--- src/rtl/wrr4_req_ctrl.sv ---
// wrr4_req_ctrl: doorbell-fed pending counters driving a 4-way WRR arbiter and streaming fixed-length TX bursts.
// Optional per-queue grant statistics are built when WRR4_REQ_STATS_EN is defined.
module wrr4_req_ctrl #(
  parameter int CNT_W = 4,
  parameter int BEATS = 4
) (
  input  logic        clk,
  input  logic        rst_n,
  input  logic        db_val,
  input  logic [1:0]  db_qid,
  output logic        db_drop,
  output logic        req_val,
  output logic        req0,
  output logic        req1,
  output logic        req2,
  output logic        req3,
  input  logic        gnt0,
  input  logic        gnt1,
  input  logic        gnt2,
  input  logic        gnt3,
  output logic        gnt_busy,
  output logic        gnt_err,
  output logic        tx_val,
  output logic [1:0]  tx_qid,
  output logic        tx_last,
  input  logic        tx_rdy,
  input  logic [1:0]  stat_sel,
  output logic [15:0] stat_cnt
);
  typedef enum logic {IDLE, XFER} state_t;
  state_t           r_state;
  logic [CNT_W-1:0] r_pend [4];
  logic [4:0]       r_beat;
  logic [1:0]       r_qid;
  logic             r_err, r_drop;
  logic [3:0]       w_gnt, w_req, w_inc, w_dec;
  logic [1:0]       w_idx;
  logic             w_legal, w_last;
  assign w_gnt   = {gnt3, gnt2, gnt1, gnt0};
  assign w_idx   = w_gnt[3] ? 2'd3 : w_gnt[2] ? 2'd2 : w_gnt[1] ? 2'd1 : 2'd0;
  assign w_legal = (r_state == IDLE) && (w_gnt != 4'd0) && ((w_gnt & (w_gnt - 4'd1)) == 4'd0) && w_req[w_idx];
  assign w_last  = (r_beat == 5'(BEATS - 1));
  always_comb begin
    w_req = '0;
    w_inc = '0;
    w_dec = '0;
    for (int i = 0; i < 4; i++) begin
      w_req[i] = (r_pend[i] != '0);
      w_inc[i] = db_val && (db_qid == 2'(i));
      w_dec[i] = w_legal && (w_idx == 2'(i));
    end
  end
  // Same-cycle increment and decrement cancel; a saturated counter drops the doorbell.
  always_ff @(posedge clk or negedge rst_n) begin
    if (!rst_n) begin
      for (int i = 0; i < 4; i++) r_pend[i] <= '0;
      r_drop <= 1'b0;
    end else begin
      for (int i = 0; i < 4; i++)
        if (w_inc[i] && !w_dec[i] && r_pend[i] != '1) r_pend[i] <= r_pend[i] + 1'b1;
        else if (w_dec[i] && !w_inc[i]) r_pend[i] <= r_pend[i] - 1'b1;
      r_drop <= db_val && !w_dec[db_qid] && (r_pend[db_qid] == '1);
    end
  end
  always_ff @(posedge clk or negedge rst_n) begin
    if (!rst_n) begin
      r_state <= IDLE;
      r_beat  <= '0;
      r_qid   <= '0;
      r_err   <= 1'b0;
    end else if (r_state == IDLE) begin
      if (w_legal) begin
        r_state <= XFER;
        r_qid   <= w_idx;
        r_beat  <= '0;
      end else if (w_gnt != 4'd0) r_err <= 1'b1;
    end else if (tx_rdy) begin
      r_beat <= r_beat + 5'd1;
      if (w_last) r_state <= IDLE;
    end
  end
  assign {req3, req2, req1, req0} = w_req;
  assign req_val  = |w_req;
  assign gnt_busy = (r_state == XFER);
  assign tx_val   = (r_state == XFER);
  assign tx_last  = (r_state == XFER) && w_last;
  assign tx_qid   = r_qid;
  assign gnt_err  = r_err;
  assign db_drop  = r_drop;
`ifdef WRR4_REQ_STATS_EN
  logic [15:0] r_stat [4];
  always_ff @(posedge clk or negedge rst_n) begin
    if (!rst_n) for (int i = 0; i < 4; i++) r_stat[i] <= '0;
    else if (w_legal) r_stat[w_idx] <= r_stat[w_idx] + 16'd1;
  end
  assign stat_cnt = r_stat[stat_sel];
`else
  logic w_unused_stat;
  assign w_unused_stat = ^stat_sel;
  assign stat_cnt = '0;
`endif
endmodule
--- config.mk ---
export PLATFORM = sky130hd
export DESIGN_NAME = wrr4_req_ctrl
export DESIGN_NICKNAME = d
export VERILOG_FILES = /design/src/rtl/wrr4_req_ctrl.sv
export SDC_FILE = /design/constraint.sdc
export NUM_CORES = 1
export LEC_CHECK = 0
export ABC_AREA = 1
export CAP_MARGIN = 10
export CORE_ASPECT_RATIO = 1.4
export CORE_MARGIN = 3
export CORE_UTILIZATION = 50
export DETAILED_ROUTE_END_ITERATION = 8
export PLACE_DENSITY = 0.88
export SLEW_MARGIN = 25
export SYNTH_ARGS = -nofsm -noshare
export SYNTH_HDL_FRONTEND = slang
export SYNTH_SLANG_ARGS = --single-unit
--- constraint.sdc ---
create_clock -name clk -period 3.9 [get_ports clk]
set_input_delay 0.39 -clock clk [delete_from_list [all_inputs] [get_ports clk]]
set_output_delay 0.39 -clock clk [all_outputs]
set_load 0.1 [all_outputs]
# Word level (Yosys, flattened, before mapping)
# Index checks and enable logic that the tools add are counted.
totals:
  register_bits: 26
  latchBits: 0
  ram_bits: 0
  romBits: 0
  in_bits: 12
  output_inout_bits: 28
  wordCells: 116
  memories: 0
op_classes:
  addsub: 10
  mul: 0
  div: 0
  n_lt_le_gt_ge: 3
  n_eq_ne: 13
  shifts: 0
  mux: 25
  bitwise_logic: 4
  n_reduce_logical: 52
ops:
  columns: ["operator", "count"]
  rows:
  - ["two-way mux 4 bit", 10]
  - ["logical AND 1 bit", 26]
  - ["nonzero test 4 bit", 5]
  - ["subtractor 4 x 1 -> 4 bit, second input constant", 5]
  - ["adder 4 x 1 -> 4 bit, second input constant", 4]
  - ["!= test 4 bit, second input constant", 4]
  - ["two-way mux 5 bit", 3]
  - ["nonzero test 2 bit", 5]
  - ["logical NOT 1 bit", 9]
  - ["binary-select mux 4 bit (select 2 bit)", 1]
  - ["== test 2 bit, second input constant", 4]
  - ["two-way mux 1 bit", 7]
  - ["less-than comparator 2 x 3 -> 1 bit, second input constant", 2]
  - ["adder 5 x 1 -> 5 bit, second input constant", 1]
  - ["== test 5 x 2 -> 1 bit, second input constant", 1]
  - ["bitwise AND 4 bit", 1]
  - ["binary-select mux 1 bit (select 2 bit)", 2]
  - ["== test 2 x 1 -> 1 bit, second input constant", 2]
  - ["== test 4 bit, second input constant", 1]
  - ["logical NOT 2 bit", 2]
  - ["logical NOT 4 bit", 1]
  - ["two-way mux 2 bit", 2]
  - ["AND reduction 2 bit", 2]
  - ["OR reduction 4 bit", 1]
  - ["5 further kinds", 6]

# Longest topological paths before layout
# Gate-level depths: netlist of run 1.
logic_depth:
  word_depth: 12
  depth_mapped: 16
  ltp_nobuf: 16

# Worst setup path after synthesis of run 1
# No wires, ideal clock.
synth_timing:
  kind: "register -> output"
  from: "reg r_state (netlist: gnt_busy)"
  to: "out tx_last"
  arrival_ps: 2510
  required_time_ps: 3510
  path_slack_ps: 1000
  path_stages_with_launch: 3
  path_buffers: 0
  path_cell_list: "dfrtp_1 > inv_1 > nor2_1"
synth_between:
  elab_chain_len: 1
synth_rtl:
  columns: ["item", "line", "text"]
  rows:
  - ["start: declaration", "31", "state_t r_state;"]
  - ["start signal: assignment", "67", "r_state <= IDLE;"]
  - ["start signal: assignment", "73", "r_state <= XFER;"]
  - ["start signal: assignment", "79", "if (w_last) r_state <= IDLE;"]
  - ["logical AND 1 bit", "86", "assign tx_last = (r_state == XFER) && w_last;"]
  - ["end: declaration", "25", "output logic tx_last,"]
# No other way between the ends.

# Worst setup path after layout of run 1
layout_timing:
  from: "in gnt3"
  to: "reg r_pend[3] (netlist name)"
layout_between:
  elab_chain_len: 10
  elab_cells_between_ends: 18
  cone_classes: "add/sub (1); eq/ne (1); mux (4); bitwise (1); reduce/logical (11)"
layout_rtl:
  columns: ["item", "line", "text"]
  rows:
  - ["start: declaration", "20", "input logic gnt3,"]
  - ["subtractor 4 x 1 -> 4 bit", "41", "assign w_legal = (r_state == IDLE) && (w_gnt != 4'd0) && ((w_gnt & (w_gnt - 4'd1)) == 4'd0) && w_req[w_idx];"]
  - ["bitwise AND 4 bit", "41", null]
  - ["logical NOT 4 bit", "41", null]
  - ["logical AND 1 bit (2 in a row)", "41", null]
  - ["logical AND 1 bit (*)", "50", "w_dec[i] = w_legal && (w_idx == 2'(i));"]
  - ["logical NOT 1 bit", "60", "if (w_inc[i] && !w_dec[i] && r_pend[i] != '1) r_pend[i] <= r_pend[i] + 1'b1;"]
  - ["logical AND 1 bit (2 in a row)", "60", null]
  - ["two-way mux 4 bit / nonzero test 2 bit (equally long branches)", null, null]
  - ["end signal: indexed assignment", "61", "else if (w_dec[i] && !w_inc[i]) r_pend[i] <= r_pend[i] - 1'b1;"]
  - ["end: declaration", "32", "logic [CNT_W-1:0] r_pend [4];"]
# Every way passes the cells marked *; elsewhere a longest branch is shown, timed or not. The select of a mux whose other input is x is not followed.
# A chain may end at the register's enable or synchronous reset.

==> reports/metrics.cfg, run 1 <==
[layout]
multi_input_area_um2=1256
diodes=0
layout.nets=344
drive_above_1_share_pct=7.547
layout_commonest_cell=nand2_1
area_growth_pct=11.71
fillers=382
mostFrequentLayoutCells=nand2_1, nand3_1, nor2_1
ff_latch_area_um2=650.6

[synth]
seq_area_frac_synth_pct=30.92
yosysUniqueCellTypes=29
syn_inst=294
avgSynthCellArea_um2=7.158
synth_top_area_share_pct=30.92
synth-seq-cells=26
yosys.area.top_type=dfrtp_1
synth_area_um2=2105
yosys-top-cells-area=dfrtp_1, nand2_1, nand3_1, buf_4, ha_1
yosysWarnings=0

[critical_path]
path_buf_inv=2
r2r_cells=15
cp.depth=14
crit_path_end=r_pend[3]
crit_start=gnt3
cp_common_cell=nand2_1
crit_path_end_kind=register
cpPeakStageDelay_ns=0.66
crit_arrival_ns=2.89
crit_family=buffers and inverters
r2r-end=r_pend[3]
r2r-start=r_pend[8]
cp_max_fo=12
worst_setup_path_start_kind=input port
cp_slowest_cell=clkdlybuf4s50_1
cp.required_ns=4.08
worstSetupPathType=in2reg
r2r_slack_ns=1.47
worstPathCellList=clkdlybuf4s50_1 > nor2_1 > nand3_1 > nand2_1 > inv_1 > nand2_4 > o21ai_4 > ha_1 > a21oi_1 > nand2_1 > nand2_1 > nand2_1 > nand3_1 > nand2_1

[cts]
htreeDepth=1
cts.repair.resized=0
cts_setup_buffers=0
clk_latency_ns=0.28
clockBufferDepth=2
cts_tree=done
clkSinkCount=26
numCtsBuffers=3
path_clk_slew_ns=0.09
cts_hold_buf=0
cts-root-buf=clkbuf_8

[place]
dp_hpwl_um=3611
io_buffers=21
gp_congestion=0.9001

[global_route]
grt_pass1_vias=1753
overflow=0
track_usage_pct=18.90
grt_pass1_wl_um=7224
grt_max_degree=26
antenna_found_initial=0

[route]
drt-wirelength-per-cell_um=12.55
firstDrtPassIters=4
drt_wl_total_um=4531
drc_errors=0
vias=1918
viasPerCell=5.313
ant_nets=0
first_iter_violations=94

[run_status]
outcome=finished clean

[floorplanning]
num_rows=27
die_x_um=60.83
dieArea_um2=5035
core_um2=3986
io_pins=40
start_util_pct=52.79
die_height_um=82.77

[pwr]
ir_drop_mv=0.3524
p_per_area_nw_per_um2=787.2
power.leakage_nw=1.200

[timing]
fmax_mhz=368.8
rsz0062_at_grt=no
finalCriticalPeriod_ns=2.711
holdWs_ns=0.1004
slew_headroom_pct=35.28
final-hold-violation-count=0
fin_skew_ns=0.002753
setup_violations=0
fin_setup_tns_ns=0
finalCritPeriodShare_pct=69.52
worst_pin_slew_ns=0.9678
slew_violations=0

[worst_hold_path]
hold_class=in2async

[job]
drv_cap=0

## registers in the layout, summed over array words and instances (netlist names)
register	flops
r_pend	16
gnt_err	1
gnt_busy	1
tx_qid	2
r_beat	5
db_drop	1
## layer usage
metal,part of all wire [%],GRT usage (%)
met1,40,20.35
met2,53,35.76
met3,3.8,2.333
met4,2.5,8.026
met5,0,0
## per-stage QoR
step | setup WS [ns] | cells | instance area [µm²] | power [mW] | utilization, %
6_report | 1.189 | 361 | 2351 | 1.851 | 58.98
5_1_grt | 0.9676 | 361 | 2351 | 1.990 | 58.98
4_1_cts | 1.194 | 361 | 2351 | 1.861 | 58.98
3_5_place_dp | 0.8843 | 357 | 2296 | 1.677 | 57.60
3_3_place_gp | 0.9447 | 357 | 2301 | 1.630 | 57.72
2_1_floorplan | 1.000 | 309 | 2161 | 1.440 | -
## power by group
| part | total [mW] | internal, mW | switching, mW |
|---|---|---|---|
| clock | 0.181 | 0.0905 | 0.0902 |
| combinational | 1.11 | 0.324 | 0.783 |
| sequential | 0.564 | 0.389 | 0.175 |
| total | 1.85 | 0.803 | 1.05 |
## layout make-up
cell class | count | area share (%)
repair buffers | 23 | 9.367
well taps | 43 | 2.288
inverters | 30 | 4.896
flip-flops and latches | 26 | 27.67
multi-input cells | 235 | 53.43
clock buffers | 4 | 2.342
## how the worst min path moves through the flow
stage / from / to / slack, ns / cells past startpoint
after global routing: rst_n / r_pend[1] / 0.14 / 1
after CTS: rst_n / r_pend[1] / 0.12 / 1
after global placement: gnt_err / gnt_err / 0.47 / 1
after floorplan: rst_n / db_drop / 0.09 / 0
after detailed placement: rst_n / r_pend[1] / 0.43 / 1
final: rst_n / r_pend[1] / 0.10 / 1
## synth_stat cells (all sizes together)
cell type / count
a21oi: 7
buf: 18
nand2: 107
nor2: 31
nand3: 32
o21ai: 8
a41oi: 4
xor2: 5
dfrtp: 26
o2111ai: 3
ha: 9
o21bai: 1
inv: 30
fa: 4
nand4: 5
a22oi: 1
nand3b: 1
a31oi: 1
conb: 1
## kinds of logic (layout without fill, tap and decap cells)
family                   count (synthesis)  count (layout)  synth area share [%]
adder cells (fa/ha/maj)                 13              13                 9.156
buffers and inverters                   48              57                 12.07
XOR/XNOR                                 5               5                 2.081
AND/OR/NAND/NOR                        176             176                 37.57
other                                    1              16                0.1782
AO/OA/AOI/OAI                           25              25                 8.027
flip-flops                              26              26                 30.92
No activity file was read; power rests on OpenSTA's default activity.
==> run 2: changes to the inputs <==
Clock period 3.9 ns to 2.5 ns, I/O delays scaled along.
==> run 2 against run 1 <==
Compared with the run above: critical path depth grew 1; first-iteration DRC count grew 22%; sequential power grew 50%; design area grew 6.7%; via count grew 4.5%; count of clock-buffer cells in the layout is the same; critical path type is now reg2reg; largest power group unchanged; highest routed layer unchanged.
==> reports/metrics.cfg, run 2 (same netlist as run 1, synthesis figures left out) <==
[timing]
setup_violations=0  ; unchanged
holdWs_ns=0.3459  ; +0.2455 ns
fmax_mhz=439.2
finalCriticalPeriod_ns=2.277
slew_violations=0  ; unchanged
finalCritPeriodShare_pct=91.07
fin_skew_ns=0.002488  ; -0.0002653 ns
final-hold-violation-count=0  ; unchanged
fin_setup_tns_ns=0  ; unchanged
rsz0062_at_grt=no

[global_route]
grt_pass1_wl_um=8335  ; +15%
antenna_found_initial=0  ; unchanged
track_usage_pct=21.62  ; +2.7 points
grt_max_degree=27  ; +3.8%
overflow=0  ; unchanged
grt_pass1_vias=2007  ; +14%

[critical_path]
crit_path_end_kind=register
r2r_cells=15  ; unchanged
crit_arrival_ns=2.45  ; -0.44 ns
cp_max_fo=6  ; -6
cp.required_ns=2.68  ; -1.40 ns
crit_path_end=r_pend[15]
worstSetupPathType=reg2reg
r2r_slack_ns=0.22  ; -1.25 ns
r2r-start=r_pend[13]
crit_start=r_pend[13]
r2r-end=r_pend[15]
worst_setup_path_start_kind=register

[layout]
layout.nets=366  ; +6.4%
layout_commonest_cell=nand2_1
diodes=0  ; unchanged
largest_reg_flops=16  ; unchanged
drive_above_1_share_pct=18.24  ; +11 points
area_growth_pct=19.14
largest_register=r_pend
mostFrequentLayoutCells=nand2_1, buf_4, nand3_1
utilization_pct=62.90  ; +3.9 points

[route]
drt_wl_total_um=4832  ; +6.6%
vias=2004  ; +4.5%
drt-wirelength-per-cell_um=12.62  ; +0.52%
viasPerCell=5.232  ; -1.5%
firstDrtPassIters=4  ; unchanged
drc_errors=0  ; unchanged
first_iter_violations=115  ; +22%
ant_nets=0  ; unchanged

[job]
drv_cap=0  ; unchanged

[cts]
clk_latency_ns=0.28  ; about the same
numCtsBuffers=3  ; unchanged
htreeDepth=1  ; unchanged
clkSinkCount=26  ; unchanged
cts_tree=done
path_clk_slew_ns=0.10  ; about the same
cts-root-buf=clkbuf_8
cts_setup_buffers=0  ; unchanged
clockBufferDepth=2  ; unchanged

[floorplanning]
die_height_um=82.77  ; unchanged
core_um2=3986  ; unchanged
die_x_um=60.83  ; unchanged
start_util_pct=52.79  ; unchanged
dieArea_um2=5035  ; unchanged
num_rows=27  ; unchanged
io_pins=40  ; unchanged

[place]
dp_hpwl_um=3896  ; +7.9%
gp_congestion=0.8823  ; -2.0%
io_buffers=21  ; unchanged

[pwr]
power.leakage_nw=1.329  ; +11%
ir_drop_mv=0.7116  ; +100%
p_per_area_nw_per_um2=1206  ; +53%

[run_status]
outcome=finished clean

[worst_hold_path]
hold_class=in2async

[run 2: per-stage QoR]
| stage | power [mW] | setup slack, ns | area [µm²] | instances |
|---|---|---|---|---|
| after global placement | 2.651 | -0.05140 | 2447 | 379 |
| after detailed placement | 2.745 | -0.1238 | 2447 | 379 |
| after global routing | 3.257 | 0.02548 | 2507 | 383 |
| after floorplan | 2.262 | -0.1126 | 2172 | 309 |
| final | 3.023 | 0.2232 | 2507 | 383 |
| after CTS | 3.029 | 0.1640 | 2502 | 383 |
[run 2: how the worst min path moves through the flow]
stage | to | startpoint
floorplan | db_drop | rst_n
global placement | gnt_err | gnt_err
detailed placement | gnt_err | gnt_err
CTS | r_pend[5] | rst_n
global route | db_drop | rst_n
finish | r_pend[5] | rst_n
[run 2: cell type report]
class | count | area, µm²
clock buffer | 4 | 55.05
fill | 353 | 1479
multi-input combinational | 235 | 1266
timing repair buffer | 45 | 365.4
sequential | 26 | 651.9
inverter | 30 | 115.1
tap | 43 | 53.80
[run 2: timing repair]
item | in CTS | in global routing
setup endpoints to repair | 0 | 3
resized for setup | 0 | 3
hold buffers | 0 | 0
[run 2: power breakdown]
| part | internal (mW) | total, mW | leakage, nW | switching, mW |
|---|---|---|---|---|
| clock | 0.141 | 0.285 | 0.0288 | 0.143 |
| sequential | 0.608 | 0.847 | 0.317 | 0.239 |
| combinational | 0.581 | 1.89 | 0.983 | 1.31 |
[run 2: critical path, cell delays in order (launching register included)]
cell	delay (ns)
dfrtp_1	0.48
inv_1	0.10
nand2_1	0.06
nor2_1	0.22
nand2_2	0.10
nand2_4	0.11
nor2_8	0.05
nand3_1	0.07
nand2_1	0.12
ha_1	0.34
a21oi_1	0.15
nand2_1	0.10
nand2_1	0.08
nand2_1	0.07
nand3_1	0.07
nand2_1	0.05
[run 2: routing by layer]
| layer | track usage (%) | share of wire [%] | vias up |
|---|---|---|---|
| li1 | - | - | 1009 |
| met1 | 23.83 | 40 | 932 |
| met2 | 41.86 | 56 | 54 |
| met3 | 1.555 | 3.4 | 9 |
| met4 | 7.592 | 1.3 | 0 |
| met5 | 0 | 0 | - |
==> run 3: changes to the inputs <==
Settings changed: SKIP_LAST_GASP set to 1.
==> results of run 3 <==
The final DEF is identical to that of run 2; final timing and power are the same.
